--- src/rtl/axis_arb_pkg.sv ---
// Shared types and constants for the AXI-Stream round-robin packet arbiter.
package axis_arb_pkg;

  localparam int PKT_COUNT_W = 16;

  typedef enum logic {
    IDLE = 1'b0,
    LOCK = 1'b1
  } state_t;

endpackage

--- src/rtl/rr_picker.sv ---
// Combinational round-robin search: first asserted request at or after ptr,
// wrapping modulo NUM_SOURCES.
module rr_picker
  import axis_arb_pkg::*;
#(
  parameter int NUM_SOURCES = 4,
  parameter int IDX_W       = $clog2(NUM_SOURCES)
) (
  input  logic [NUM_SOURCES-1:0] req,
  input  logic [IDX_W-1:0]       ptr,
  output logic                   found,
  output logic [IDX_W-1:0]       idx
);

  localparam int unsigned N = NUM_SOURCES;

  int unsigned w_cand;

  always_comb begin
    found  = 1'b0;
    idx    = '0;
    w_cand = 0;
    for (int unsigned k = 0; k < N; k++) begin
      w_cand = 32'(ptr) + k;
      if (w_cand >= N) w_cand = w_cand - N;
      if (!found && req[IDX_W'(w_cand)]) begin
        found = 1'b1;
        idx   = IDX_W'(w_cand);
      end
    end
  end

endmodule

--- src/rtl/axis_rr_arbiter.sv ---
// Round-robin packet arbiter: locks one stream source per packet onto the shared output.
// Per-source completed-packet counters exist only when AXIS_ARB_PKT_COUNT_EN is defined.
module axis_rr_arbiter
  import axis_arb_pkg::*;
#(
  parameter int NUM_SOURCES = 4,
  parameter int DATA_WIDTH  = 32,
  parameter int PARALLELISM = 4
) (
  input  logic                                                   clk,
  input  logic                                                   rst,
  input  logic [NUM_SOURCES-1:0][PARALLELISM-1:0][DATA_WIDTH-1:0] s_data,
  input  logic [NUM_SOURCES-1:0]                                 s_valid,
  input  logic [NUM_SOURCES-1:0]                                 s_last,
  output logic [NUM_SOURCES-1:0]                                 s_ready,
  output logic [PARALLELISM-1:0][DATA_WIDTH-1:0]                 m_data,
  output logic                                                   m_valid,
  output logic                                                   m_last,
  input  logic                                                   m_ready,
  output logic [$clog2(NUM_SOURCES)-1:0]                         grant,
  output logic                                                   busy,
  output logic [NUM_SOURCES-1:0][PKT_COUNT_W-1:0]                pkt_count
);

  localparam int IDX_W = $clog2(NUM_SOURCES);

  state_t           r_state;
  logic [IDX_W-1:0] r_grant;
  logic [IDX_W-1:0] r_ptr;

  logic             w_lock;
  logic             w_found;
  logic [IDX_W-1:0] w_idx;
  logic             w_xfer_last;

  rr_picker #(
    .NUM_SOURCES (NUM_SOURCES),
    .IDX_W       (IDX_W)
  ) u_picker (
    .req   (s_valid),
    .ptr   (r_ptr),
    .found (w_found),
    .idx   (w_idx)
  );

  // Output path is a pure mux of the locked source; data is forced to zero when not valid.
  assign w_lock      = (r_state == LOCK);
  assign m_valid     = w_lock & s_valid[r_grant];
  assign m_last      = w_lock & s_last[r_grant];
  assign m_data      = m_valid ? s_data[r_grant] : '0;
  assign s_ready     = w_lock ? (NUM_SOURCES'(m_ready) << r_grant) : '0;
  assign busy        = w_lock;
  assign grant       = r_grant;
  assign w_xfer_last = m_valid & m_ready & m_last;

  always_ff @(posedge clk) begin
    if (rst) begin
      r_state <= IDLE;
      r_grant <= '0;
      r_ptr   <= '0;
    end else begin
      unique case (r_state)
        IDLE: begin
          if (w_found) begin
            r_grant <= w_idx;
            r_state <= LOCK;
          end
        end
        LOCK: begin
          if (w_xfer_last) begin
            r_state <= IDLE;
            r_ptr   <= (r_grant == IDX_W'(NUM_SOURCES - 1)) ? '0 : r_grant + IDX_W'(1);
          end
        end
        default: r_state <= IDLE;
      endcase
    end
  end

`ifdef AXIS_ARB_PKT_COUNT_EN
  logic [NUM_SOURCES-1:0][PKT_COUNT_W-1:0] r_pkt_count;

  always_ff @(posedge clk) begin
    if (rst) begin
      r_pkt_count <= '0;
    end else if (w_xfer_last && (r_pkt_count[r_grant] != '1)) begin
      r_pkt_count[r_grant] <= r_pkt_count[r_grant] + PKT_COUNT_W'(1);
    end
  end

  assign pkt_count = r_pkt_count;
`else
  assign pkt_count = '0;
`endif

endmodule

--- config.mk ---
export PLATFORM = sky130hd
export DESIGN_NAME = axis_rr_arbiter
export DESIGN_NICKNAME = d
export VERILOG_FILES = /design/src/rtl/axis_arb_pkg.sv /design/src/rtl/rr_picker.sv /design/src/rtl/axis_rr_arbiter.sv
export SDC_FILE = /design/constraint.sdc
export NUM_CORES = 1
export LEC_CHECK = 0
export BUFFER_PORTS_ARGS = -buffer_cell sky130_fd_sc_hd__buf_2
export CORE_AREA = 3 3 284 286
export CTS_CLUSTER_DIAMETER = 60
export DETAILED_ROUTE_END_ITERATION = 8
export DIE_AREA = 0 0 287 289
export GPL_TIMING_DRIVEN = 0
export RECOVER_POWER = 50
export SLEW_MARGIN = 20
export SYNTH_ARGS = -nofsm -noshare
export SYNTH_HDL_FRONTEND = slang
export SYNTH_HIERARCHICAL = 1
export SYNTH_SLANG_ARGS = --single-unit
--- constraint.sdc ---
create_clock -name clk -period 2 [get_ports clk]
set_input_delay 0.2 -clock clk [delete_from_list [all_inputs] [get_ports clk]]
set_output_delay 0.2 -clock clk [all_outputs]
set_load 0.01 [all_outputs]
After elaboration in Yosys (flattened, before gate mapping)
Index checks and enable logic that the tools add are counted.
Widths: inputs -> output; s select.

word-level totals
  input bits = 523
  output and inout port bits = 201
  register bits = 5
  logic and storage cells = 67
  memories kept = 0
  RAM bits = 0
  latch bits = 0
  memory bits (read-only) = 0

cells by class
  reduce and logical (&&, ||, !) cells = 8
  divide/modulo/power cells = 0
  shifts and indexed selects = 1
  bitwise operators = 5
  eq/ne operators = 1
  $add $sub $neg = 8
  mux-type cells = 32
  magnitude comparators = 9
  $mul = 0

operators with widths
  operator             number
  $bmux 128 s2         1
  $mux 128             2
  $mux 2               9
  $lt 2x3->1 const B   5
  $bmux 1 s2           6
  $mux 1               12
  $ge 3x3->1 const B   3
  $sub 2x1->2 const B  4
  $add 2x2->3 const B  2
  $and 1x1->1          4
  $mux 4               1
  $reduce_and 2->1     2
  $shl 1x2->4          1
  $add 2x1->3 const B  1
  $ge 2x3->1 const B   1
  $logic_and 1x1->1    3
  $logic_not 1->1      3
  $add 2x1->2 const B  1
  $eq 2x2->1 const B   1
  $pmux 1 s2           1
  $not 1->1            1

Depth between registers and ports, before layout
  word-level depth = 16
  gate-level depth with buffers = 7

Modules after synthesis
The synthesis kept the hierarchy.

modules (own cells, without submodules)
  module           cells an instance  times used  area an instance (um^2)
  axis_rr_arbiter  406                1           4828.4
  rr_picker        15                 1           77.6

Worst setup path after synthesis
Ideal clock, no wire load.

  kind = register -> output
  from = register r_grant[0] (netlist: grant[0])
  to = output port m_data[100] (netlist name)
  path buffers = 3
  path slack = 254 ps
  cell stages (with the launch flop) = 6
  required time = 1800 ps
  data arrival time = 1546 ps
  cell sequence = dfxtp_1 buf_6 buf_6 buf_6 mux4_2 and2_1

RTL lines
  element                   RTL line               RTL
  start: declaration        axis_rr_arbiter.sv:28  logic [IDX_W-1:0] r_grant;
  start signal: assignment  axis_rr_arbiter.sv:65  r_grant <= w_idx;
  end: declaration          axis_rr_arbiter.sv:16  output logic [PARALLELISM-1:0][DATA_WIDTH-1:0] m_data,

==> reports/results.tsv <==
stage	metric	value	unit
status	status	finished, violations left	
status	violations	setup timing	
drt	wl_per_cell	22.4	um
global_route	gr-total-overflow	0	
synth	yosys_register_bits	5	
synth	ys_seq_area_share	2.04	%
power_and_ir_drop	power_leakage	5.50	nW
global_route	grt_first_pass_wirelength	59900	um
drt	ant_nets	0	
place	place_congestion	0.868	
synth	postSynthCellCount	421	
finish	finalInstanceArea	0.0119	mm^2
sta	fin_worst_skew	0.000881	ns
critical_path	critPathMaxFanout	6	
critical_path	required	1.80	ns
power_and_ir_drop	powerDensity	279	mW/mm^2
floorplanning	rows	103	
synth	avgSynthCellArea	11.7	um^2
drt	first_iter_violations	328	
critical_path	crit_chain	buf_12 > buf_16 > buf_12 > mux4_2 > and2_4 > buf_6	
sta	rsz0062_at_grt	yes	
floorplanning	core_area	0.0786	mm^2
global_route	grt_max_degree	12	
worst_hold_path	hp-class	input pin to flop	
sta	fin_tns_setup	-13.76	ns
clock_tree	cts_root_buf	clkbuf_16	
floorplanning	io_pins	724	
sta	fin_crit_sh	110	%
floorplanning	dieArea	0.0829	mm^2
critical_path	cp-start-kind	flop	
finish	final_common_cell	buf_2	
critical_path	critPathKind	flop to output pin	
drt	via_count	7235	
run	maxCapViolCount	0	
critical_path	cp.arrival	1.99	ns
global_route	grt_pass1_vias	7117	
finish	drive_gt1_share	87.8	%
clock_tree	cts.sinks	5	
critical_path	path_common_cell	buf_12	
drt	drtPass1Iterations	5	
place	place_area	0.00975	mm^2
clock_tree	clk_pin_slew_worst_paths	0.03	ns
clock_tree	cts_buffer_depth	2	
power_and_ir_drop	peakVddDrop	416	uV
clock_tree	cts_buffers	3	
floorplanning	start_util	6.24	%
critical_path	path_delay_family	buffers and inverters	
critical_path	end_kind	output pin	
sta	finalHoldViolCount	0	
sta	setup_violations	128	
critical_path	cp_num_buf_inv	4	
global_route	grt_usage	10.6	%
floorplanning	die_h	289	um
drt	drc	0	
sta	layout_setup_ws	-0.192	ns
finish	final_nets	1709	
finish	final_cell_mix	buf_2, mux4_2, and2_4	
clock_tree	cts_tree	built	
synth	synthesis.area	0.00491	mm^2
global_route	antenna_found_initial	45	
place	dp_hpwl	42300	um
clock_tree	clock_latency	0.23	ns
critical_path	cp_slowest_cell	mux4_2	
drt	routed_wirelength	50200	um
finish	fill_cells	8887	
drt	vias_per_cell	3.22	
place	port_buffers	659	
sta	slew_viol_final	0	
floorplanning	fp.dieW	287	um
critical_path	slowest_delay	0.57	ns
synth	yosys_warnings	6	
synth	yosysUniqueCellTypes	28	
finish	area_growth	142	%
clock_tree	h-tree-depth	1	
sta	max_freq	456	MHz
sta	period_needed	2.19	ns
## per-layer routing
layer	track usage (%)	share of wire, %	wire length [um]	vias to the layer above
li1	-	-	-	3068
met1	13.2	40	20100	3510
met2	17.7	47	23600	561
met3	4.37	12	5860	78
met4	1.25	1.1	557	18
met5	0	0.24	119	-
## stage by stage
stage	setup slack, ns	power, mW	hold slack (ns)	utilization [%]	instances
floorplan	0.254	1.19	0.272	-	484
global placement	-1.06	2.18	0.463	12.4	2193
detailed placement	-1.05	2.21	0.464	12.4	2193
CTS	-0.209	3.10	0.212	14.3	2225
global route	-0.218	3.50	0.226	15.1	2237
finish	-0.192	3.30	0.213	15.1	2245
## cells in the mapped netlist
library cell  count  area share (%)
inv_2             1           0.076
buf_2            21             2.1
mux4_2          128              59
a21oi_1           4            0.41
buf_8             1            0.31
o221ai_1          1            0.18
nand2_1           5            0.38
nor3_1            3            0.31
inv_1             5            0.38
mux2_4            1            0.31
nand2b_1          6            0.77
clkbuf_1          3            0.23
nand3_1           2            0.20
a211oi_1          1            0.15
ha_1              1            0.25
conb_1            1           0.076
and3_1            1            0.13
buf_1             5            0.38
buf_6            15             3.4
buf_4            64             9.8
mux2i_1           7             1.4
o22ai_2           2            0.51
a221o_1           1            0.20
o21ai_0           1            0.10
and2_1          128              16
dfxtp_1           5             2.0
nor2b_1           2            0.25
nor2_1            6            0.46
## final timing paths
| path | start | end | slack, ns | cells after the start |
|---|---|---|---|---|
| setup / recovery | grant[0] | m_data[93] | -0.19 | 6 |
| hold / removal | rst | grant[0] | 0.21 | 2 |
| setup reg to reg | grant[0] | r_ptr[0] | 0.18 | 8 |
| hold reg to reg | r_ptr[1] | r_ptr[1] | 0.54 | 2 |
## layout make-up
cell class,count,area (um^2),area share (%)
Buffer,105,1160,9.82
Inverter,6,22.5,0.190
Antenna cell,11,27.5,0.232
Multi-Input combinational cell,364,4490,37.9
Sequential cell,5,105,0.887
Tap cell,1050,1310,11.1
Timing Repair Buffer,700,4650,39.2
Clock buffer,4,78.8,0.665
## state kept, by name, indices dropped and copies added, names as in the netlist
name	count
r_ptr	2
busy	1
grant	2
## power breakdown
part | switching [mW] | internal (mW) | leakage (nW)
clock network | 0.0718 | 0.265 | 0.0382
logic | 1.13 | 1.72 | 5.42
registers | 0.0107 | 0.106 | 0.0421
## logic make-up (layout without fill, tap and decap cells)
group	count (synthesis)	in the layout	share of synthesized area, %
multiplexers	136	136	60.5
flip-flops	5	5	2.04
AO/OA/AOI/OAI	10	10	1.56
adder cells (fa/ha/maj)	1	1	0.255
AND/OR/NAND/NOR	153	153	18.8
buffers and inverters	115	815	16.8
other	1	75	0.0764
## what timing repair did
action                     CTS  global route
buffers inserted            20             6
hold endpoints to repair     0             0
resized for setup          261            93
hold buffers                 0             0
setup endpoints to repair  136           128
pin swaps                   37            33
gates cloned                11            11
No activity file was read; power rests on OpenSTA's default activity.
